### src/rtl/xor_stream_acc.sv
// Streaming WIDTH-bit XOR stage with one registered output slot and a per-frame XOR checksum / beat counter.
// Optional parity output: define XOR_PARITY_EN to add the registered par port (^c).
module xor_stream_acc #(
  parameter int WIDTH = 8,
  parameter int CNT_W = 8
) (
  input  logic             clk,
  input  logic             rst_n,
  input  logic             in_valid,
  output logic             in_ready,
  input  logic [WIDTH-1:0] a,
  input  logic [WIDTH-1:0] b,
  input  logic             in_last,
  output logic             out_valid,
  input  logic             out_ready,
  output logic [WIDTH-1:0] c,
  output logic             out_last,
  output logic [WIDTH-1:0] acc,
  output logic [CNT_W-1:0] beats
`ifdef XOR_PARITY_EN
  ,
  output logic             par
`endif
);

  typedef enum logic {IDLE, FRAME} state_t;

  state_t           r_state;
  logic             r_out_valid;
  logic [WIDTH-1:0] r_c;
  logic             r_out_last;
  logic [WIDTH-1:0] r_acc;
  logic [CNT_W-1:0] r_beats;
  logic [WIDTH-1:0] r_run;
  logic [CNT_W-1:0] r_cnt;

  logic             w_in_ready;
  logic             w_accept;
  logic [WIDTH-1:0] w_x;
  logic [WIDTH-1:0] w_new_acc;
  logic [CNT_W-1:0] w_new_beats;
  logic [CNT_W-1:0] w_cnt_sat;

  // Slot frees up whenever it is empty or being drained this cycle.
  assign w_in_ready  = !r_out_valid || out_ready;
  assign w_accept    = in_valid && w_in_ready;
  assign w_x         = a ^ b;
  assign w_cnt_sat   = (r_cnt == {CNT_W{1'b1}}) ? r_cnt : r_cnt + CNT_W'(1);
  assign w_new_acc   = (r_state == FRAME) ? (r_run ^ w_x) : w_x;
  assign w_new_beats = (r_state == FRAME) ? w_cnt_sat : CNT_W'(1);

  always_ff @(posedge clk or negedge rst_n) begin
    if (!rst_n) begin
      r_state     <= IDLE;
      r_out_valid <= 1'b0;
      r_c         <= '0;
      r_out_last  <= 1'b0;
      r_acc       <= '0;
      r_beats     <= '0;
      r_run       <= '0;
      r_cnt       <= '0;
    end else if (w_accept) begin
      r_out_valid <= 1'b1;
      r_c         <= w_x;
      r_out_last  <= in_last;
      r_acc       <= w_new_acc;
      r_beats     <= w_new_beats;
      if (in_last) begin
        r_state <= IDLE;
        r_run   <= '0;
        r_cnt   <= '0;
      end else begin
        r_state <= FRAME;
        r_run   <= w_new_acc;
        r_cnt   <= w_new_beats;
      end
    end else if (r_out_valid && out_ready) begin
      r_out_valid <= 1'b0;
    end
  end

`ifdef XOR_PARITY_EN
  logic r_par;
  always_ff @(posedge clk or negedge rst_n) begin
    if (!rst_n)        r_par <= 1'b0;
    else if (w_accept) r_par <= ^w_x;
  end
  assign par = r_par;
`endif

  assign in_ready  = w_in_ready;
  assign out_valid = r_out_valid;
  assign c         = r_c;
  assign out_last  = r_out_last;
  assign acc       = r_acc;
  assign beats     = r_beats;

endmodule

### config.mk
export PLATFORM = sky130hd
export DESIGN_NAME = xor_stream_acc
export DESIGN_NICKNAME = d
export VERILOG_FILES = /design/src/rtl/xor_stream_acc.sv
export SDC_FILE = /design/constraint.sdc
export NUM_CORES = 1
export LEC_CHECK = 0
export CORE_ASPECT_RATIO = 1.2
export CORE_MARGIN = 2
export CORE_UTILIZATION = 50
export CTS_CLUSTER_DIAMETER = 40
export DETAILED_ROUTE_END_ITERATION = 10
export PLACE_DENSITY = 0.8
export SKIP_LAST_GASP = 1
export SLEW_MARGIN = 0
export SYNTH_ARGS = -nofsm -noshare
export SYNTH_HDL_FRONTEND = slang
export SYNTH_SLANG_ARGS = --single-unit
### constraint.sdc
create_clock -name clk -period 2.4 [get_ports clk]
set_clock_uncertainty 0.05 [all_clocks]
set_input_delay 0.36 -clock clk [delete_from_list [all_inputs] [get_ports clk]]
set_output_delay 0.36 -clock clk [all_outputs]
set_load 0.02 [all_outputs]
==> results.cfg <==
[critical_path]
arrival_ns = 1.55
path_common_cell = clkdlybuf4s50_1
slowest_delay_ns = 0.61
critPathCaptureType = output port
path_max_fanout = 3
crit_path_start_kind = primary input
cp_cell_sequence = clkdlybuf4s50_1 -> nand2b_1 -> clkdlybuf4s50_1
worstSetupPathType = primary input to output port
critical_path.top_delay_family = buffers and inverters
cp_slowest_cell = clkdlybuf4s50_1
cp_num_buf_inv = 2
worstPathRequired_ns = 1.99

[timing]
fin_crit_sh = 0.815
hold_viol = 0
setup_ws_ns = 0.443
finalSetupViolCount = 0
grt_setup_unrepaired = no
setup_tns_ns = 0
slew_headroom = 0.686
slew_violations = 0
finalCriticalPeriod_ns = 1.96
worst_pin_slew_ns = 0.471
fmax_ghz = 0.511

[synth]
synthFlopType = dfrtp_1
ys_ff_latch = 43
yosysWarnings = 0
synth_async_sr_flop_share = 1.00
syn-cell-area_mm2 = 0.00210
seq_area_frac_synth = 0.511
synthCells = 236
synth_edf_count = 0
avgSynthCellArea_um2 = 8.92
syn_nets = 258
synth.distinct_cells = 37

[clock_tree]
cts.repair.resized = 0
cts.root.buffer_cell = clkbuf_8
post_cts_buffers = 0
cts_buffer_depth = 2
cts_tree = built
path_clk_slew_ns = 0.08
h-tree-depth = 2
cts.sinks = 43
clock_latency_ns = 0.29
cts_buffers = 5
cts_hold_buffers = 1

[place]
hpwlAfterDp_um = 3170
place.gp.congestion = 0.868
port_buffers = 47
pre_cts_slack_ns = 0.403

[global_route]
antenna_found_initial = 0
grt_pass1_wl_um = 7710
grt_pass1_vias = 1741
track_usage = 0.206
overflow = 0
grt_max_degree = 24

[route]
dr.pass1.iters = 4
first_iter_violations = 141
viasPerCell = 5.25
drc = 0
via_count = 1794
wirelength_um = 4410
antenna_left = 0
routedWlPerCell_um = 12.9

[final_layout]
layout_common_cells = 60 x nand2_1, 46 x clkdlybuf4s50_1, 43 x dfrtp_1, 24 x o21ai_0, 20 x nor2_1
layout_commonest_cell = nand2_1
fin_nets = 310
drive_gt1_frac = 0.0729
syn_to_final_growth_pct = 30.6
antennaDiodeCount = 0
multiInputGateArea_um2 = 958
ff_latch_area_mm2 = 0.00108
nFillCells = 350

[pwr]
vdd_drop_max_mv = 0.462
power_density_mw_per_mm2 = 712
leakage_uw = 0.00122

[status]
status = complete, no violations

[die]
rows = 25
die-area_mm2 = 0.00475
die_w_um = 63.2
io_pins = 48
die_h_um = 75.1
core_mm2 = 0.00400
start_util = 0.526

[run]
drv_cap = 0

[hold_path]
worstHoldPathType = primary input to async pin
-- routing by layer --
layer	global-route usage	routed length (um)	vias up
met5	0	0	-
met2	0.365	2130	50
met1	0.259	2030	839
met3	0.0463	201	6
li1	-	-	899
met4	0.0556	40	0
-- per-stage QoR --
| stage | total power [uW] | util | hold WS, ns | cell area [um^2] | std cells |
|---|---|---|---|---|---|
| final | 1960 | 0.686 | 0.395 | 2750 | 342 |
| after global placement | 1490 | 0.662 | 0.167 | 2650 | 334 |
| after global routing | 2080 | 0.686 | 0.396 | 2750 | 342 |
| after CTS | 1980 | 0.686 | 0.388 | 2750 | 342 |
| after detailed placement | 1510 | 0.662 | 0.176 | 2650 | 334 |
| after floorplan | 1250 | - | 0.0144 | 2100 | 236 |
-- state kept, by name (all words and copies together) (netlist names) --
signal     cells
c              8
out_last       1
beats          8
r_state        1
r_cnt          8
acc            8
r_run          8
out_valid      1
-- area by class of cell --
type / instances / area share
multi-input cells: 178 / 0.349
clock buffers: 6 / 0.0301
repair buffers: 58 / 0.200
clock inverters: 1 / 0.00182
inverters: 2 / 0.00273
flip-flops and latches: 43 / 0.392
well taps: 54 / 0.0246
-- where the power goes --
group	switching, uW	leakage (uW)	total (uW)	internal [uW]
combinational	290	0.000622	558	268
clock	240	0.0000470	466	226
sequential	92.6	0.000549	932	839
total	622	0.00122	1960	1330
-- cell usage after synthesis, types with 2 or more instances --
cell type | count | area share
o21a_1 | 2 | 0.0071
xor2_1 | 11 | 0.046
nand3_1 | 8 | 0.019
and2_1 | 7 | 0.021
a31oi_1 | 2 | 0.0059
o21ai_0 | 24 | 0.057
buf_2 | 5 | 0.012
nand2b_1 | 3 | 0.0089
dfrtp_1 | 43 | 0.51
a22o_1 | 3 | 0.012
a21o_1 | 2 | 0.0071
clkbuf_1 | 6 | 0.011
a21oi_1 | 13 | 0.031
mux2i_1 | 4 | 0.019
nor2_1 | 20 | 0.036
nand2_1 | 60 | 0.11
inv_1 | 2 | 0.0036
xnor2_1 | 2 | 0.0083
-- cell families after synthesis --
kind of cell               count (synthesis)  synth area share
AOI/OAI and AO/OA                         54             0.153
and+or+nand+nor                          106             0.224
adders and majority gates                  1           0.00594
muxes                                      4            0.0190
buffers and inverters                     15            0.0333
DFF                                       43             0.511
xor gates and xnor gates                  13            0.0541
-- final timing paths --
| path | start | end | slack, ns | cells past startpoint |
|---|---|---|---|---|
| setup / recovery | out_ready | in_ready | 0.44 | 3 |
| hold / removal | rst_n | out_last | 0.39 | 2 |
| setup reg to reg | r_cnt[0] | r_cnt[5] | 0.49 | 5 |
| hold reg to reg | beats[6] | beats[6] | 0.43 | 2 |
| max in group asynchronous | rst_n | c[3] | 1.37 | 3 |
| min in group clk | beats[6] | beats[6] | 0.43 | 2 |
Note: power is estimated with default switching activity, not from simulation.
